**src/rtl/stoch_maxpool_seq.sv**
```systemverilog
// Frame sequencer for a stochastic max-pool array: clears the datapath, discards
// warm-up cycles, then integrates signed bitstreams per lane over L cycles.
module stoch_maxpool_seq #(
  parameter int NUM_OUT = 4,
  parameter int LEN_W   = 10,
  parameter int FLUSH   = 2
) (
  input  logic                           CLK,
  input  logic                           nRST,
  input  logic                           start,
  input  logic                           abort,
  input  logic [LEN_W-1:0]               stream_len,
  input  logic [NUM_OUT-1:0]             y_p,
  input  logic [NUM_OUT-1:0]             y_m,
  output logic                           pool_clr,
  output logic                           src_en,
  output logic                           busy,
  output logic                           done,
  output logic [NUM_OUT*(LEN_W+1)-1:0]   acc
);

  localparam int          AW    = LEN_W + 1;
  localparam int unsigned NLANE = NUM_OUT;
  localparam logic [LEN_W-1:0] WARM_LAST = (FLUSH > 0) ? LEN_W'(FLUSH - 1) : '0;

  typedef enum logic [2:0] {
    IDLE,
    CLEAR,
    WARM,
    RUN,
    DONE
  } state_t;

  state_t                     state_q, state_d;
  logic [LEN_W-1:0]           len_q, len_d;
  logic [LEN_W-1:0]           cnt_q, cnt_d;
  logic [NUM_OUT-1:0][AW-1:0] acc_q, acc_d;
  logic                       pool_clr_q, pool_clr_d;
  logic                       src_en_q, src_en_d;
  logic                       busy_q, busy_d;
  logic                       done_q, done_d;

  always_comb begin
    state_d = state_q;
    len_d   = len_q;
    cnt_d   = cnt_q;
    acc_d   = acc_q;

    case (state_q)
      IDLE: begin
        if (start && (stream_len != '0)) begin
          state_d = CLEAR;
          len_d   = stream_len;
          cnt_d   = '0;
          acc_d   = '0;
        end
      end
      CLEAR: begin
        if (abort) begin
          state_d = IDLE;
        end else begin
          state_d = (FLUSH > 0) ? WARM : RUN;
          cnt_d   = '0;
        end
      end
      WARM: begin
        if (abort) begin
          state_d = IDLE;
        end else if (cnt_q == WARM_LAST) begin
          state_d = RUN;
          cnt_d   = '0;
        end else begin
          cnt_d = cnt_q + LEN_W'(1);
        end
      end
      RUN: begin
        // Abort wins over terminal count and also suppresses this cycle's update.
        if (abort) begin
          state_d = IDLE;
        end else begin
          for (int unsigned i = 0; i < NLANE; i++) begin
            case ({y_p[i], y_m[i]})
              2'b10:   acc_d[i] = acc_q[i] + AW'(1);
              2'b01:   acc_d[i] = acc_q[i] - AW'(1);
              default: acc_d[i] = acc_q[i];
            endcase
          end
          if (cnt_q == (len_q - LEN_W'(1))) begin
            state_d = DONE;
            cnt_d   = '0;
          end else begin
            cnt_d = cnt_q + LEN_W'(1);
          end
        end
      end
      DONE: begin
        state_d = IDLE;
      end
      default: begin
        state_d = IDLE;
      end
    endcase

    // Outputs decoded from the next state so they are flop outputs aligned with it.
    pool_clr_d = (state_d == CLEAR);
    src_en_d   = (state_d == WARM) || (state_d == RUN);
    busy_d     = (state_d != IDLE);
    done_d     = (state_d == DONE);
  end

  always_ff @(posedge CLK or negedge nRST) begin
    if (!nRST) begin
      state_q    <= IDLE;
      len_q      <= '0;
      cnt_q      <= '0;
      acc_q      <= '0;
      pool_clr_q <= 1'b0;
      src_en_q   <= 1'b0;
      busy_q     <= 1'b0;
      done_q     <= 1'b0;
    end else begin
      state_q    <= state_d;
      len_q      <= len_d;
      cnt_q      <= cnt_d;
      acc_q      <= acc_d;
      pool_clr_q <= pool_clr_d;
      src_en_q   <= src_en_d;
      busy_q     <= busy_d;
      done_q     <= done_d;
    end
  end

  assign pool_clr = pool_clr_q;
  assign src_en   = src_en_q;
  assign busy     = busy_q;
  assign done     = done_q;
  assign acc      = acc_q;

endmodule
```
**config.mk**
```make
export PLATFORM = sky130hd
export DESIGN_NAME = stoch_maxpool_seq
export DESIGN_NICKNAME = d
export VERILOG_FILES = /design/src/rtl/stoch_maxpool_seq.sv
export SDC_FILE = /design/constraint.sdc
export NUM_CORES = 1
export LEC_CHECK = 0
export ABC_AREA = 1
export BUFFER_PORTS_ARGS = -buffer_cell sky130_fd_sc_hd__buf_2
export CORE_MARGIN = 5
export CORE_UTILIZATION = 63
export DETAILED_ROUTE_END_ITERATION = 7
export PLACE_DENSITY = 0.89
export SLEW_MARGIN = 40
export SYNTH_ARGS = -nofsm -noshare
export SYNTH_HDL_FRONTEND = slang
export SYNTH_SLANG_ARGS = --single-unit
```
**constraint.sdc**
```tcl
create_clock -name CLK -period 4.7 [get_ports CLK]
set_clock_uncertainty 0.2 [all_clocks]
set_input_delay 0 -clock CLK [delete_from_list [all_inputs] [get_ports CLK]]
set_output_delay 0 -clock CLK [all_outputs]
set_load 0.03 [all_outputs]
```
==> run metrics <==
synth-to-layout area growth 16.0%; Placement Cell Area 5620 µm²; drc violations 0; commonest cells after routing, fill and taps aside nand2_1 (205), inv_1 (74), dfrtp_1 (71), nand3_1 (69), buf_2 (68); Post-Syn Instances 710; RSZ-0062 raised after global routing no; Pleak 3.16 nW; VDD IR max 0.232 mV; drt wl/cell 14.2 µm; Crit path arrival time 2.48 ns; post-synth top area cell dfrtp_1; EDFF count, synth 0; Crit Path Max Fanout 20; Max Fclk 0.420 GHz; worst-case clock buffer depth 2; GRT Util Overall 0.260; Avg Synthesized Cell Area 7.33 µm²; post-placement setup slack 2.53 ns; antenna diode instance count 0; power density over cell area 512 nW/µm²; HP Class primary input to asynchronous set/reset pin; fraction of registers with async set/reset 1.00; CTS buffer count 9; Main synth FF type dfrtp_1; crit path kind register to register; Synth Net Count 775; Starting DRT DRC Count 292; max_cap viols 0; final WL 12.9 mm; Row Count 33; sequential share of the synthesized area 0.341; commonest non-fill, non-tap cell in the layout nand2_1; Port Buf Inserts 69; Post-CTS Setup Bufs 0; worst skew pair latency 0.36 ns; Mapped Area 5210 µm²; Req. time, crit path 4.80 ns; root buf cell clkbuf_8; worst hold slack 0.0111 ns; # IOs 70; endpoints failing setup 0; clk slew on worst S/H paths 0.09 ns; DR vias 5142; Initial DRT Pass Iterations 5; Die Wd 101 µm; Via density 5.66; Final Cell Area 6040 µm²; Syn. warnings 0; post-synthesis register bit count 71; total power 3.09 mW; Final HPWL DP 9.17 mm; layout cell share with drive strength beyond 1 0.141; number of global-route vias before repair 4961; final worst slack 2.32 ns; Netlist cell types 31; Overflow after GRT 0; critical path capture point type register; relative slew slack 0.563; post-cts sizing count 0; min Tclk post-route 2.38 ns; final worst-path cycle share 0.506; TritonCTS clock tree built; post-route ant nets 0; largest net degree at the start of global routing 72; Slew Limit Fails 0; Clock Sinks 71; die area 10200 µm²; first-pass GRT wire length 21.7 mm; Least-Margin Pin Slew 0.656 ns; count of final hold-check violations 0; CTS hold repair buffers 18; htree depth 3; Placer Congestion 0.982; status finished, final reports clean; initial antenna violation count 0; r2r worst-path depth 6; Initial Util 0.640; Area contributors post-synth dfrtp_1 (34%), nand2_1 (15%), ha_1 (9.4%); Die Span Y 101 µm; Core Area 8130 µm²; Post-layout nets 864; Worst setup SP type register; post-synth top area share 0.341; setup tns final 0 ns
[per-stage QoR]
stage / utilization / instances
detailed placement: 0.690 / 875
global placement: 0.690 / 875
CTS: 0.743 / 908
global route: 0.743 / 908
finish: 0.743 / 908
floorplan: - / 710
[flip-flops by register name, indices dropped and copies added (netlist names)]
signal    cells
busy          1
state_q       3
acc          44
src_en        1
pool_clr      1
done          1
len_q        10
cnt_q        10
[routing by layer]
layer / vias to the layer above / part of all wire / global-route usage
li1: 2507 / - / -
met1: 2387 / 0.43 / 0.326
met2: 200 / 0.49 / 0.445
met3: 48 / 0.053 / 0.0388
met4: 0 / 0.032 / 0.112
met5: - / 0 / 0
[critical path: stages (launching register included)]
cell and delay, ns:
dfrtp_1 0.44, nor3_2 0.27, nand3_1 0.25, inv_1 0.44
nand2_1 0.11, nand2_1 0.08, dlygate4sd3_1 0.54
[Yosys cell counts (all sizes together), types with 12 or more instances]
| cell | count |
|---|---|
| dfrtp | 71 |
| nand4 | 12 |
| nor3 | 22 |
| inv | 78 |
| o21ai | 63 |
| xnor2 | 12 |
| xor2 | 22 |
| a21oi | 31 |
| nand2 | 214 |
| nor2 | 45 |
| nand3 | 71 |
| ha | 39 |
[power breakdown]
| part | switching (mW) | leakage, nW | internal (mW) |
|---|---|---|---|
| clock | 0.236 | 0.119 | 0.365 |
| combinational | 1.05 | 2.08 | 0.476 |
| sequential | 0.190 | 0.962 | 0.772 |
[worst paths after layout]
path / slack, ns / start / to
setup reg to reg: 2.32 / state_q[2] / len_q[9]
max in group asynchronous: 3.81 / nRST / acc[27]
min in group CLK: 0.01 / y_p[0] / acc[10]
hold reg to reg: 0.32 / acc[25] / acc[25]
setup / recovery: 2.32 / state_q[2] / len_q[9]
hold / removal: 0.01 / nRST / acc[38]
[cells by family (layout without fill, tap and decap cells)]
family | count (synthesis) | after routing | share of synthesized area
xor+xnor | 34 | 34 | 0.0572
compound gates | 105 | 105 | 0.106
flops | 71 | 71 | 0.341
buf+inv | 89 | 182 | 0.0728
fa+ha+maj | 43 | 43 | 0.109
simple gates | 368 | 368 | 0.314
[cell type report]
class | count | area [µm²]
clock buffer | 10 | 138
clock inverter | 5 | 106
fill | 567 | 2090
inverter | 79 | 297
multi-input combinational | 550 | 3050
sequential | 71 | 1780
tap | 105 | 131
timing repair buffer | 88 | 539
Note: power is estimated with default switching activity, not from simulation.
